## src/rtl/tdes_round_ctrl.sv

```systemverilog
// Sequencer for an iterative DES/3DES datapath: LOAD, 16 ROUNDs, FINAL per pass, then OUTV.
// A pass is 18 cycles; the result is held in OUTV until out_ready, and start is ignored while busy.
module tdes_round_ctrl (
  input  logic       clk,
  input  logic       rst,
  input  logic       start,
  input  logic       decrypt,
  input  logic       tdes_en,
  input  logic       out_ready,
  output logic       busy,
  output logic       data_ld,
  output logic       chain_ld,
  output logic       key_ld,
  output logic [1:0] key_sel,
  output logic       rnd_en,
  output logic [1:0] key_shift,
  output logic       key_dir,
  output logic       fp_ld,
  output logic [3:0] round_idx,
  output logic [1:0] pass_idx,
  output logic       out_valid
);

  typedef enum logic [2:0] {
    S_IDLE  = 3'd0,
    S_LOAD  = 3'd1,
    S_ROUND = 3'd2,
    S_FINAL = 3'd3,
    S_OUTV  = 3'd4
  } state_t;

  state_t     state_q, state_d;
  logic [3:0] round_q, round_d;
  logic [1:0] pass_q, pass_d;
  logic       dec_q, dec_d;
  logic       tdes_q, tdes_d;
  // Set for the first IDLE cycle after a handshake so a held start re-arms one cycle late.
  logic       hold_q, hold_d;

  logic       pass_dec;
  logic       last_pass;
  logic [1:0] pass_key;

  always_ff @(posedge clk) begin
    if (rst) begin
      state_q <= S_IDLE;
      round_q <= 4'd0;
      pass_q  <= 2'd0;
      dec_q   <= 1'b0;
      tdes_q  <= 1'b0;
      hold_q  <= 1'b0;
    end else begin
      state_q <= state_d;
      round_q <= round_d;
      pass_q  <= pass_d;
      dec_q   <= dec_d;
      tdes_q  <= tdes_d;
      hold_q  <= hold_d;
    end
  end

  always_comb begin
    state_d   = state_q;
    round_d   = round_q;
    pass_d    = pass_q;
    dec_d     = dec_q;
    tdes_d    = tdes_q;
    hold_d    = 1'b0;
    busy      = 1'b0;
    data_ld   = 1'b0;
    chain_ld  = 1'b0;
    key_ld    = 1'b0;
    key_sel   = 2'd0;
    rnd_en    = 1'b0;
    key_shift = 2'd0;
    key_dir   = 1'b0;
    fp_ld     = 1'b0;
    out_valid = 1'b0;

    // EDE: the middle pass runs opposite to the requested direction; decrypt walks keys K3..K1.
    pass_dec  = tdes_q ? (dec_q ^ (pass_q == 2'd1)) : dec_q;
    last_pass = tdes_q ? (pass_q == 2'd2) : 1'b1;
    if (!tdes_q)    pass_key = 2'd0;
    else if (dec_q) pass_key = 2'd2 - pass_q;
    else            pass_key = pass_q;

    case (state_q)
      S_IDLE: begin
        if (start && !hold_q) begin
          dec_d   = decrypt;
          tdes_d  = tdes_en;
          pass_d  = 2'd0;
          round_d = 4'd0;
          state_d = S_LOAD;
        end
      end
      S_LOAD: begin
        busy    = 1'b1;
        key_ld  = 1'b1;
        key_sel = pass_key;
        if (pass_q == 2'd0) data_ld  = 1'b1;
        else                chain_ld = 1'b1;
        state_d = S_ROUND;
      end
      S_ROUND: begin
        busy    = 1'b1;
        rnd_en  = 1'b1;
        key_sel = pass_key;
        key_dir = pass_dec;
        // Decrypt starts from the post-encrypt C/D position, so its first round does not rotate.
        case (round_q)
          4'd0:                 key_shift = pass_dec ? 2'd0 : 2'd1;
          4'd1, 4'd8, 4'd15:    key_shift = 2'd1;
          default:              key_shift = 2'd2;
        endcase
        if (round_q == 4'd15) begin
          round_d = 4'd0;
          state_d = S_FINAL;
        end else begin
          round_d = round_q + 4'd1;
        end
      end
      S_FINAL: begin
        busy    = 1'b1;
        fp_ld   = 1'b1;
        key_sel = pass_key;
        if (last_pass) begin
          state_d = S_OUTV;
        end else begin
          pass_d  = pass_q + 2'd1;
          state_d = S_LOAD;
        end
      end
      S_OUTV: begin
        busy      = 1'b1;
        out_valid = 1'b1;
        if (out_ready) begin
          pass_d  = 2'd0;
          hold_d  = 1'b1;
          state_d = S_IDLE;
        end
      end
      default: state_d = S_IDLE;
    endcase
  end

  assign round_idx = round_q;
  assign pass_idx  = pass_q;

endmodule

```

## config.mk

```make
export PLATFORM = sky130hd
export DESIGN_NAME = tdes_round_ctrl
export DESIGN_NICKNAME = d
export VERILOG_FILES = /design/src/rtl/tdes_round_ctrl.sv
export SDC_FILE = /design/constraint.sdc
export NUM_CORES = 1
export LEC_CHECK = 0
export ABC_AREA = 1
export CORE_MARGIN = 2
export CORE_UTILIZATION = 46
export CTS_CLUSTER_SIZE = 8
export DETAILED_ROUTE_END_ITERATION = 8
export GPL_ROUTABILITY_DRIVEN = 0
export HOLD_SLACK_MARGIN = 0.02
export PLACE_DENSITY = 0.82
export REMOVE_ABC_BUFFERS = 1
export SYNTH_ARGS = -nofsm -noshare
export SYNTH_HDL_FRONTEND = slang
export SYNTH_SLANG_ARGS = --single-unit
```

## constraint.sdc

```tcl
create_clock -name clk -period 1.95 [get_ports clk]
set_clock_uncertainty 0.05 [all_clocks]
set_input_delay 0.2925 -clock clk [delete_from_list [all_inputs] [get_ports clk]]
set_output_delay 0.2925 -clock clk [all_outputs]
set_load 0.01 [all_outputs]
```

# Word-level counts from Yosys, hierarchy flattened
# Index checks and enable logic that the tools add are counted.
# W data, S select, Z words.
[word_totals]
register_bits = 12
inputBits = 6
out_inout_bits = 18
word_cells = 70
[op_classes]
n_addsub = 3
eq_ne = 13
n_mux = 31
bitwise_logic = 2
reduce_logical = 15
[op_table]
columns = ["op", "n"]
rows = [
  ["$pmux W3 S5", 1],
  ["$mux W1", 14],
  ["$mux W2", 7],
  ["$mux W3", 4],
  ["$eq A4 B4 Y1 const B", 2],
  ["$mux W4", 2],
  ["$ne A2 B2 Y1 const B", 4],
  ["$pmux W4 S2", 1],
  ["$eq A3 B2 Y1 const B", 2],
  ["$pmux W2 S3", 1],
  ["$reduce_or A3 Y1", 2],
  ["$add A4 B1 Y4 const B", 1],
  ["$eq A4 B1 Y1 const B", 1],
  ["$logic_not A4 Y1", 1],
  ["$pmux W2 S2", 1],
  ["$reduce_and A2 Y1", 2],
  ["$reduce_and A4 Y1", 1],
  ["$reduce_or A4 Y1", 1],
  ["$eq A3 B1 Y1 const B", 1],
  ["$eq A3 B3 Y1 const B", 1],
  ["$logic_not A3 Y1", 1],
  ["$reduce_and A3 Y1", 1],
  ["$reduce_bool A3 Y1", 1],
  ["$add A2 B1 Y2 const B", 1],
  ["10 further kinds", 10],
]

# Logic depth before layout (Yosys ltp)
[depth]
word_depth = 6
depth_mapped = 8
mapped_depth_nobuf = 8

# Worst setup path after synthesis
# No wires, ideal clock.
[synth_path]
path_kind = "register -> output"
startpoint = "reg pass_q[0] (netlist: pass_idx[0])"
endpoint = "out key_sel[1]"
t_arrival_ns = 1.177
required_time_ns = 1.607
setup_slack_ns = 0.430
stages_incl_launch_ff = 4
cell_sequence = "dfxtp_1 > inv_1 > ha_1 > a211oi_1"
[synth_via]
elab_chain_cells = 4
[synth_rtl]
columns = ["element", "line_no", "source"]
rows = [
  ["start, declared", "34", "logic [1:0] pass_q, pass_d;"],
  ["start signal, assigned", "55", "pass_q <= pass_d;"],
  ["$sub A2 B2 Y2", "84", "else if (dec_q) pass_key = 2'd2 - pass_q;"],
  ["$mux W2", "84", ""],
  ["$mux W2", "83", "if (!tdes_q) pass_key = 2'd0;"],
  ["$mux W2", "87", "case (state_q)"],
  ["end, declared", "14", "output logic [1:0] key_sel,"],
]
# Every way passes these cells.

# Final worst setup path
# Same ends and word-level chain as after synthesis.

==> flow_summary.json <==
{
  "status": "completed",
  "slew_headroom_pct": 76.57,
  "rsz0062_at_grt": "false",
  "critPathLaunchType": "flop",
  "instances_no_fill": 160,
  "clk_pin_slew_ns": 0.06,
  "fin_crit_sh_pct": 94.37,
  "antenna_found_initial": 0,
  "synth_area_per_cell_sq_um": 6.936,
  "routed_wl_mm": 1.860,
  "die_x_um": 45.46,
  "topRoutingLayerUsed": "met4",
  "cts.sink_count": 12,
  "ff2ff_setup_slack_ns": 0.60,
  "grt_pass1_wl_mm": 3.194,
  "synth_top_family_by_area": "simple AND/OR/NAND/NOR gates",
  "layout.nets": 158,
  "ys_ff_latch": 12,
  "cts_tree": "yes",
  "ir_drop_mv": 0.5123,
  "start_util_pct": 50.72,
  "min_period_ns": 1.840,
  "rr_endpoint": "pass_idx[1]",
  "grt_use_total_pct": 21.55,
  "final_max_slew_viol_count": 0,
  "seq_area_sq_um": 252.7,
  "layout-area-overhead-vs-synth_pct": 40.98,
  "io_buffer_count": 23,
  "synth-simple-area-share_pct": 36.39,
  "yosys_warnings": 0,
  "maxClockFrequency_mhz": 543.4,
  "cts_buffers": 3,
  "hold_violations": 0,
  "total_leakage_power_nw": 0.5286,
  "multi_input_area_sq_um": 493.0,
  "syn_inst": 114,
  "final_util_pct": 71.51,
  "vias": 796,
  "synth_compound_area_share_pct": 11.55,
  "synthMuxAreaShare_pct": 0,
  "wl_met2_um": 924,
  "holdCritPathClass": "flop to flop",
  "r2r_start": "pass_idx[0]",
  "final_cell_area_sq_um": 1115,
  "async_flop_share_pct": 0,
  "yosysSeqAreaShare_pct": 30.38,
  "holdPathStages": 2,
  "rows": 14,
  "arrival_ns": 1.50,
  "syn_area_sq_um": 790.8,
  "postRouteAntennaNets": 0,
  "drc": 0,
  "ctsHoldBuffers": 0,
  "critPathSlowestCell": "dfxtp_2",
  "grt_pass1_vias": 795,
  "die_h_um": 45.46,
  "synthAdderAreaFrac_pct": 9.494,
  "wl_met3_um": 96,
  "root_buffer": "clkbuf_4",
  "setup_viol": 0,
  "worstHoldStart": "tdes_q",
  "clock_latency_ns": 0.27,
  "synth-xor-area-share_pct": 2.215,
  "hold_path_end": "tdes_q",
  "path_class": "flop to primary output",
  "place_inst": 156,
  "synth_edf_count": 0,
  "drt_pre_antenna_iters": 4,
  "dieArea_sq_um": 2067,
  "endpoint_kind": "primary output",
  "coreArea_sq_um": 1559,
  "fin_hold_ws_ns": 0.4718,
  "critical_path.cell_chain": "inv_1, ha_1, a211oi_1, clkbuf_2",
  "placed_cell_area_sq_um": 1067,
  "p_per_area_nw_per_um2": 824.7,
  "cts-htree-levels": 1,
  "fill_cells": 130,
  "synth_ff_type": "dfxtp_1",
  "wl_per_cell_um": 11.63,
  "ys_types": 23,
  "cp_max_fo": 4,
  "gr-total-overflow": 0,
  "tightest_slew_ns": 0.3503,
  "n_antenna_cell": 0,
  "grt_max_degree": 9,
  "drive_gt1_share_pct": 27.08,
  "cap_violations": 0,
  "cts_buffer_depth": 2,
  "cpPeakStageDelay_ns": 0.36,
  "dp_hpwl_mm": 1.501,
  "ioPinCount": 24,
  "worst_ep_required_time_ns": 1.61,
  "drt_iter0_drc": 8,
  "wl_met1_um": 829,
  "reg2reg_depth": 8,
  "via_per_inst": 4.975
}
## layout by cell type, fill, tap and decap left out, drive strengths merged
cell type | netlist | routed
a21oi | 11 | 11
nand3 | 9 | 9
inv | 20 | 20
nor4 | 1 | 1
buf | 1 | 5
nand2 | 17 | 17
clkbuf | 0 | 6
ha | 6 | 6
nand4 | 1 | 1
o21ai | 5 | 5
nor2 | 23 | 23
dfxtp | 12 | 12
a211oi | 1 | 1
dlymetal6s2s | 0 | 2
nor3 | 3 | 3
or2 | 2 | 2
clkdlybuf4s50 | 0 | 13
xnor2 | 1 | 1
xor2 | 1 | 1
dlygate4sd2 | 0 | 5
## sequential cells by signal, summed over array words and instances, names as in the netlist
signal / count
pass_idx: 2
dec_q: 1
tdes_q: 1
round_idx: 4
state_q: 3
hold_q: 1
## synth_stat cells, types with 2 or more instances
library cell / n / area, sq um
nor2_1: 19 / 71.32
ha_1: 6 / 75.07
nand2_1: 13 / 48.80
inv_1: 17 / 63.81
a21oi_1: 10 / 50.05
or2_2: 2 / 12.51
nor3_1: 2 / 10.01
dfxtp_1: 12 / 240.2
nand3_1: 9 / 45.04
inv_2: 3 / 11.26
nand2_2: 4 / 25.02
o21ai_0: 4 / 20.02
nor2_4: 3 / 33.78
## where the power goes
group          internal (mW)  switching, mW  leakage [nW]
combinational          0.201          0.239         0.414
sequential             0.285         0.0464         0.101
clock                 0.0715         0.0763        0.0138
total                  0.558          0.361         0.529
## worst max-delay path by stage
stage | cells past startpoint | to | slack (ns) | startpoint
floorplan | 3 | key_sel[1] | 0.43 | pass_idx[0]
global placement | 4 | key_sel[1] | 0.08 | pass_idx[0]
detailed placement | 4 | key_sel[1] | -0.07 | pass_idx[0]
CTS | 4 | key_sel[1] | -0.02 | pass_idx[0]
global route | 4 | key_sel[1] | 0.04 | pass_idx[0]
finish | 4 | key_sel[1] | 0.11 | pass_idx[0]
## critical path: cells and delay by family (launching register included)
family,cells,cell delay (ns)
compound gates,1,0.28
flops,1,0.36
fa+ha+maj,1,0.33
buf+inv,2,0.27
## what timing repair did
action / CTS / global route
resized for setup: 18 / 14
endpoints found under the setup margin: 12 / 5
pin swaps: 1 / 3
endpoints found under the hold margin: 0 / 0
buffers inserted: 1 / 0
## through the flow
| step | setup TNS, ns | power, mW | setup WS [ns] |
|---|---|---|---|
| 6_report | 0 | 0.9194 | 0.1099 |
| 5_1_grt | 0 | 1.002 | 0.03623 |
| 4_1_cts | -0.01749 | 0.9184 | -0.01749 |
| 3_5_place_dp | -0.07394 | 0.7608 | -0.07394 |
| 3_3_place_gp | 0 | 0.7443 | 0.07605 |
| 2_1_floorplan | 0 | 0.5742 | 0.4303 |
## routing by layer
metal / track usage (%) / vias up
met2: 37.75 / 18
met5: 0 / -
met4: 7.059 / 0
met1: 24.21 / 353
li1: - / 423
met3: 7.143 / 2
## cell type report
class | count | area share, %
Sequential cell | 12 | 22.67
Multi-Input combinational cell | 81 | 44.22
Inverter | 20 | 6.734
Timing Repair Buffer | 28 | 22.56
Clock buffer | 3 | 2.020
Tap cell | 16 | 1.796
## kinds of logic after synthesis
logic type,count (synthesis)
buffers and inverters,21
xor gates and xnor gates,2
adders and majority gates,6
AOI/OAI and AO/OA,17
and+or+nand+nor,56
DFF,12
No activity file was read; power rests on OpenSTA's default activity.
